$ cat src/rtl/rmst_mem_reader_pkg.sv
// Shared definitions for the rmst read-master: sequencer state encoding and
// word-size helpers used to derive bytes-per-word and its shift amount.
package rmst_mem_reader_pkg;

  typedef enum logic {
    ST_IDLE = 1'b0,
    ST_RUN  = 1'b1
  } rmst_state_e;

  function automatic int rmst_bpw(input int xdw);
    return xdw / 8;
  endfunction

  function automatic int rmst_log2(input int v);
    int r;
    r = 0;
    for (int i = 0; i < 31; i++) begin
      if ((1 << i) < v) r = i + 1;
    end
    return r;
  endfunction

endpackage

$ cat src/rtl/rmst_fifo.sv
// Synchronous show-ahead FIFO: head word is presented combinationally and
// forced to zero while empty so the consumer never sees stale storage.
module rmst_fifo #(
  parameter int DW    = 128,
  parameter int DEPTH = 16,
  parameter int AW    = 4
) (
  input  logic          i_clk,
  input  logic          i_rst_n,
  input  logic          i_push,
  input  logic [DW-1:0] i_data,
  input  logic          i_pop,
  output logic [DW-1:0] o_data,
  output logic [AW:0]   o_used,
  output logic          o_empty,
  output logic          o_full
);

  logic [DW-1:0] r_mem [DEPTH];
  logic [AW-1:0] r_wr;
  logic [AW-1:0] r_rd;
  logic [AW:0]   r_used;
  logic          w_push;
  logic          w_pop;

  assign o_empty = (r_used == '0);
  assign o_full  = (r_used == (AW+1)'(DEPTH));
  assign o_used  = r_used;
  assign o_data  = o_empty ? '0 : r_mem[r_rd];
  assign w_push  = i_push && !o_full;
  assign w_pop   = i_pop && !o_empty;

  always_ff @(posedge i_clk) begin
    if (w_push) r_mem[r_wr] <= i_data;
  end

  always_ff @(posedge i_clk) begin
    if (!i_rst_n) begin
      r_wr   <= '0;
      r_rd   <= '0;
      r_used <= '0;
    end else begin
      if (w_push) r_wr <= r_wr + AW'(1);
      if (w_pop)  r_rd <= r_rd + AW'(1);
      case ({w_push, w_pop})
        2'b10:   r_used <= r_used + (AW+1)'(1);
        2'b01:   r_used <= r_used - (AW+1)'(1);
        default: r_used <= r_used;
      endcase
    end
  end

endmodule

$ cat src/rtl/rmst_mem_reader.sv
// Read-master engine: latches a go/base/length command, issues credit-limited
// pipelined reads and buffers returned words in a show-ahead FIFO.
module rmst_mem_reader
  import rmst_mem_reader_pkg::*;
#(
  parameter int XAW        = 32,
  parameter int XDW        = 128,
  parameter int FIFO_DEPTH = 16,
  parameter int FIFO_AW    = 4
) (
  input  logic           clk,
  input  logic           rst,
  input  logic           control_fixed_location,
  input  logic [XAW-1:0] control_read_base,
  input  logic [XAW-1:0] control_read_length,
  input  logic           control_go,
  output logic           control_done,
  input  logic           user_read_buffer,
  output logic [XDW-1:0] user_buffer_data,
  output logic           user_data_available,
  output logic           mem_read,
  output logic [XAW-1:0] mem_address,
  input  logic           mem_waitrequest,
  input  logic [XDW-1:0] mem_readdata,
  input  logic           mem_readdatavalid
);

  localparam int BPW = rmst_bpw(XDW);
  localparam int BPW_LG = rmst_log2(BPW);
  localparam logic [XAW-1:0] ADDR_STEP = XAW'(BPW);

  rmst_state_e      r_state;
  logic [XAW-1:0]   r_addr;
  logic [XAW-1:0]   r_words_left;
  logic             r_fixed;
  logic             r_done;
  logic [FIFO_AW:0] r_outstanding;

  logic [FIFO_AW:0]   w_used;
  logic               w_empty;
  logic               w_full;
  logic [FIFO_AW+1:0] w_inflight;
  logic               w_credit;
  logic               w_read;
  logic               w_accept;
  logic               w_return;
  logic [XAW-1:0]     w_go_words;

  // Words already buffered plus words still in flight must fit the FIFO, so a
  // return can always be pushed no matter how late it arrives.
  assign w_inflight = {1'b0, w_used} + {1'b0, r_outstanding};
  assign w_credit   = !w_full && (w_inflight < (FIFO_AW+2)'(FIFO_DEPTH));
  assign w_read     = (r_state == ST_RUN) && (r_words_left != '0) && w_credit;
  assign w_accept   = w_read && !mem_waitrequest;
  assign w_return   = mem_readdatavalid && (r_outstanding != '0);
  assign w_go_words = control_read_length >> BPW_LG;

  assign mem_read            = w_read;
  assign mem_address         = r_addr;
  assign control_done        = r_done;
  assign user_data_available = !w_empty;

  always_ff @(posedge clk) begin
    if (!rst) begin
      r_state       <= ST_IDLE;
      r_addr        <= '0;
      r_words_left  <= '0;
      r_fixed       <= 1'b0;
      r_done        <= 1'b1;
      r_outstanding <= '0;
    end else begin
      if (w_accept && !w_return)
        r_outstanding <= r_outstanding + (FIFO_AW+1)'(1);
      else if (!w_accept && w_return)
        r_outstanding <= r_outstanding - (FIFO_AW+1)'(1);

      case (r_state)
        ST_IDLE: begin
          if (control_go) begin
            r_addr       <= control_read_base;
            r_words_left <= w_go_words;
            r_fixed      <= control_fixed_location;
            if (w_go_words != '0) begin
              r_state <= ST_RUN;
              r_done  <= 1'b0;
            end
          end
        end
        ST_RUN: begin
          if (w_accept) begin
            r_words_left <= r_words_left - XAW'(1);
            if (!r_fixed) r_addr <= r_addr + ADDR_STEP;
          end
          if ((r_words_left == '0) && (r_outstanding == '0)) begin
            r_state <= ST_IDLE;
            r_done  <= 1'b1;
          end
        end
        default: r_state <= ST_IDLE;
      endcase
    end
  end

  rmst_fifo #(
    .DW    (XDW),
    .DEPTH (FIFO_DEPTH),
    .AW    (FIFO_AW)
  ) u_fifo (
    .i_clk   (clk),
    .i_rst_n (rst),
    .i_push  (w_return),
    .i_data  (mem_readdata),
    .i_pop   (user_read_buffer),
    .o_data  (user_buffer_data),
    .o_used  (w_used),
    .o_empty (w_empty),
    .o_full  (w_full)
  );

endmodule

$ cat config.mk
export PLATFORM = sky130hd
export DESIGN_NAME = rmst_mem_reader
export DESIGN_NICKNAME = d
export VERILOG_FILES = /design/src/rtl/rmst_mem_reader_pkg.sv /design/src/rtl/rmst_fifo.sv /design/src/rtl/rmst_mem_reader.sv
export SDC_FILE = /design/constraint.sdc
export NUM_CORES = 2
export LEC_CHECK = 0
export BUFFER_PORTS_ARGS = -buffer_cell sky130_fd_sc_hd__clkbuf_2
export CAP_MARGIN = 20
export CELL_PAD_IN_SITES_DETAIL_PLACEMENT = 1
export CELL_PAD_IN_SITES_GLOBAL_PLACEMENT = 1
export CORE_ASPECT_RATIO = 2
export CORE_MARGIN = 2
export CORE_UTILIZATION = 55
export DETAILED_ROUTE_END_ITERATION = 8
export GPL_ROUTABILITY_DRIVEN = 0
export HOLD_SLACK_MARGIN = 0.08
export PLACE_DENSITY_LB_ADDON = 0.1
export SLEW_MARGIN = 20
export SYNTH_ARGS = -nofsm -noshare
export SYNTH_HDL_FRONTEND = slang
export SYNTH_SLANG_ARGS = --single-unit
$ cat constraint.sdc
create_clock -name clk -period 15.7 [get_ports clk]
set_clock_uncertainty 0.1 [all_clocks]
set_input_delay 0 -clock clk [delete_from_list [all_inputs] [get_ports clk]]
set_output_delay 0 -clock clk [all_outputs]
set_load 0.005 [all_outputs]
-- Yosys cells after proc, flatten, opt, wreduce, memory -nomap -nowiden
Memory sizes are Yosys's and may differ from the RTL's. A register that Yosys moved wholly into a read port is not among the register bits.
Index checks and enable logic that the tools add are counted.
Widths: inputs -> output; s select.
- output and inout port bits: 163
- bits in registers: 85
- memories: 1
- bits in writable memories: 2048
- mux-type cells: 23
- $lt $le $gt $ge: 1
- equality and inequality tests: 8
- reductions and logical operators: 27
- add/sub/neg operators: 9
- bitwise operators: 1
- memory list (name ; words ; bits a word ; read ports ; clocked after memory_dff ; wr ports ; line ; RTL):
    u_fifo.r_mem ; 16 ; 128 ; 1 ; 1 ; 1 ; rmst_fifo.sv:19 ; logic [DW-1:0] r_mem [DEPTH];
- operators with widths (operator ; count):
    $mux 32 ; 5
    $mux 128 ; 1
    $pmux 32 s2 ; 2
    $reduce_bool 32->1 ; 2
    $add 32x5->32 const B ; 1
    $logic_not 32->1 ; 1
    $sub 32x1->32 const B ; 1
    $add 5x1->5 const B ; 2
    $logic_and 1x1->1 ; 10
    $logic_not 5->1 ; 2
    $mux 5 ; 2
    $pmux 5 s2 ; 1
    $sub 5x1->5 const B ; 2
    $add 4x1->4 const B ; 2
    $mux 1 ; 8
    $mux 4 ; 2
    $add 5x5->6 ; 1
    $lt 6x5->1 const B ; 1
    $ne 2x2->1 const B ; 3
    $reduce_and 3->1 ; 2
    $eq 5x5->1 const B ; 1
    $logic_not 1->1 ; 5
    $reduce_bool 5->1 ; 1
    $ne 2x1->1 const B ; 2
    other kinds (6) ; 9

-- Logic depth before layout (Yosys ltp)
- depth in word-level cells: 9
- gate-level depth with buffers: 16

-- Cells and area by module
A second synthesis with hierarchy kept.
- cells, all modules: 3685
- area total of the unflattened synthesis: 83114.7 µm²
- modules (own cells, without submodules) (module ; area each (µm²) ; sequential area each (µm²) ; instances ; cells each):
    rmst_fifo ; 78579.1 ; 61839.3 ; 1 ; 3096
    rmst_mem_reader ; 4535.6 ; 1441.4 ; 1 ; 589

-- Least setup slack after synthesis
OpenSTA, ideal clock, no wires.
- path kind: register -> register
- start: reg r_outstanding[0]
- end: mem u_fifo.r_mem[3][0] (enable)
- buffers on the path: 1
- data required time: 14.828 ns
- arrival time: 9.800 ns
- cell stages (with the launch flop): 7
- clock period less this slack: 10.671 ns
- path slack: 5.029 ns
- path through: dfxtp_1 -> nor3_1 -> nand2_1 -> and3_1 -> clkbuf_1 -> nand2_1 -> nor3_1
- word-level cells in the longest chain between the ends: 5
- RTL lines (item ; line ; RTL):
    start: declaration ; rmst_mem_reader.sv:37 ; logic [FIFO_AW:0] r_outstanding;
    start signal: assignment ; rmst_mem_reader.sv:73 ; r_outstanding <= r_outstanding + (FIFO_AW+1)'(1);
    start signal: assignment ; rmst_mem_reader.sv:75 ; r_outstanding <= r_outstanding - (FIFO_AW+1)'(1);
    $reduce_bool 5->1 ; rmst_mem_reader.sv:55 ; assign w_return = mem_readdatavalid && (r_outstanding != '0);
    $logic_and 1x1->1 ; rmst_mem_reader.sv:55 ;
    $logic_and 1x1->1 ; rmst_fifo.sv:30 ; assign w_push = i_push && !o_full;
    $mux 1 ; rmst_fifo.sv:34 ; if (w_push) r_mem[r_wr] <= i_data;
    $mux 1 (not written as such) ; rmst_fifo.sv:34 ;
    end: declaration ; rmst_fifo.sv:19 ;
Every way passes these cells.

==> metrics.cfg <==
[status]
status=complete, no violations

[layout]
post-route-util_pct=64.9
area_delta_synth_final_pct=17.4
seq_area_um2=63300
fillers=12000
drive_above_1_share_pct=29.5
nets=4758
multi_input_area_um2=18700

[grt]
grt_max_degree=117
antenna_found_initial=20
grt_pass1_vias=45900
grt_overflow=0
grt_pass1_wl_um=313000
grt_usage_pct=28.0

[logic_synthesis]
ys.flop_type=edfxtp_1
yosys_warnings=0
synthArstFlopShare_pct=0
synth_nets=3895
synthTopCellsByArea=edfxtp_1, mux4_2, dfxtp_1, and2_1, clkbuf_1
synth-edff-count=2048
synth_top_area_share_pct=74.3
synthCells=3675
ys_ff_latch=2137
yosysSeqAreaShare_pct=76.5
yosysMostFrequentCell=edfxtp_1
synth_area_um2=82700
synth_common_cells=edfxtp_1, mux4_2, and2_1
synth_cell_types=78
avgSynthCellArea_um2=22.5
synth_top_area_cell=edfxtp_1

[cts]
cts_resized=0
clkSinkCount=2137
numCtsBuffers=185
h-tree-depth=4
tritoncts=done
clockRootBuffer=clkbuf_16
clockBufferDepth=4
path_clk_slew_ns=0.07
clock_latency_ns=0.82

[route]
wirelength_um=211000
wl_per_cell_um=32.0
vias=42000
viasPerCell=6.36
drt_iter0_drc=3535
ant_nets=0
detail_route.first_pass.iterations=5
route.detailed.drc=0

[critical_path]
rr_worst_depth=15
crit_fanout=103
crit_arrival_ns=4.88
endpoint_kind=output pin
crit_required_ns=15.60
startpoint_type=flip-flop
critPathKind=reg2out

[floorplanning]
fp.coreArea_um2=150000
io_pins=362
start_util_pct=55.3
fp.dieH_um=553
chipWidth_um=278
num_rows=201
die_area_um2=154000

[power_and_ir_drop]
p_per_area_nw_per_um2=148
leakagePower_nw=30.7
ir_worst_vdd_uv=142

[sta]
max_freq_mhz=201
finalCritPeriodShare_pct=31.7
final.setup.tns_ns=0
slew_violations=0
hold_viol=0
setup_violations=0
slew_headroom_pct=27.1
rsz0062_at_grt=no
fin_hold_ws_ns=0.117
tightest_slew_ns=1.09
period_needed_ns=4.98

[worst_hold_path]
whs_path_depth=2
hp-class=in2reg

[run]
drv_cap=0

[placement]
dp_hpwl_um=108000
port_buffers=357

==> logic make-up (layout without fill, tap and decap cells) <==
kind of cell	after synthesis	count (layout)	share of synthesized area (%)
DFF	2137	2137	76.5
other	0	5	0
AOI/OAI and AO/OA	177	177	1.43
and+or+nand+nor	449	449	2.96
buffers and inverters	219	1221	1.01
adders and majority gates	21	21	0.336
muxes	653	653	17.6
xor gates and xnor gates	19	19	0.201
==> cell usage in the layout (no fill, tap or decap), types with 28 or more instances in the layout <==
cell           netlist  layout
edfxtp_1          2048    2048
mux4_2             640     640
dlygate4sd3_1        0     433
clkbuf_2             0     357
clkbuf_16            0     188
and2_1             132     132
nand2_1             93      93
dfxtp_1             89      85
buf_4                0      74
nor2_1              67      54
a21oi_1             54      54
clkinv_1             1      43
nand3_1             32      32
clkinv_2             0      32
clkbuf_1           128      31
o21ai_0             28      28
==> path summary, 6_finish.rpt <==
path                                      from  slack, ns                             end
hold / removal                mem_readdata[57]       0.12  u_fifo.r_mem[12][57]$_DFFE_PP_
setup reg to reg  r_words_left[0]$_SDFFE_PN0P_      10.74   r_outstanding[4]$_SDFFE_PN0P_
hold reg to reg   r_words_left[1]$_SDFFE_PN0P_       0.39    r_words_left[1]$_SDFFE_PN0P_
setup / recovery                     flip-flop      10.72            user_buffer_data[75]
==> critical path: stages, from the launching register on <==
cell and delay [ns]:
dfxtp_4 0.78, buf_12 0.64, buf_4 0.85, mux4_2 0.61, mux4_2 0.50, and2_1 0.27, clkbuf_2 0.15
==> layer usage <==
layer  wire (um)  global-route usage (%)  up-vias  share of wire, %
li1            -                       -    17300                 -
met1       82000                    36.8    22700                39
met2      110000                    48.2     1576                52
met3       12400                    4.21      428               5.9
met4        6840                    9.34       24               3.2
met5         156                       0        -             0.074
==> registers in the layout, indices dropped and copies added (netlist names), named ones only <==
register and flops:
u_fifo.r_mem 2048, mem_address 32, r_words_left 32, r_outstanding 5, u_fifo.o_used 5, u_fifo.r_rd 4, u_fifo.r_wr 4, control_done 1
r_fixed 1, r_state 1
==> through the flow <==
step | worst slack, ns | total power [W] | cells | area [um2]
final | 10.72 | 0.0144 | 6610 | 97200
after global routing | 10.33 | 0.0149 | 6609 | 97200
after CTS | 10.47 | 0.0145 | 6605 | 97100
after detailed placement | 10.77 | 0.0100 | 5846 | 87100
after global placement | 10.75 | 0.00995 | 5844 | 87000
after floorplan | 5.03 | 0.00884 | 3675 | 82700
==> power by group <==
group          switching (W)  internal [W]
Sequential          0.000123       0.00650
Clock                0.00200       0.00243
Combinational        0.00169       0.00163
==> cell type report <==
cell class | instances | area share [%]
clock inverters | 106 | 0.932
flip-flops and latches | 2137 | 65.1
multi-input cells | 1319 | 19.3
diodes | 5 | 0.0129
repair buffers | 873 | 7.07
well taps | 1928 | 2.48
inverters | 22 | 0.0850
clock buffers | 220 | 4.98
==> timing repair <==
item | CTS | global route
hold buffers | 433 | 0
buffers inserted | 0 | 0
endpoints found under the hold margin | 2136 | 0
(Power assumes the default switching activity.)
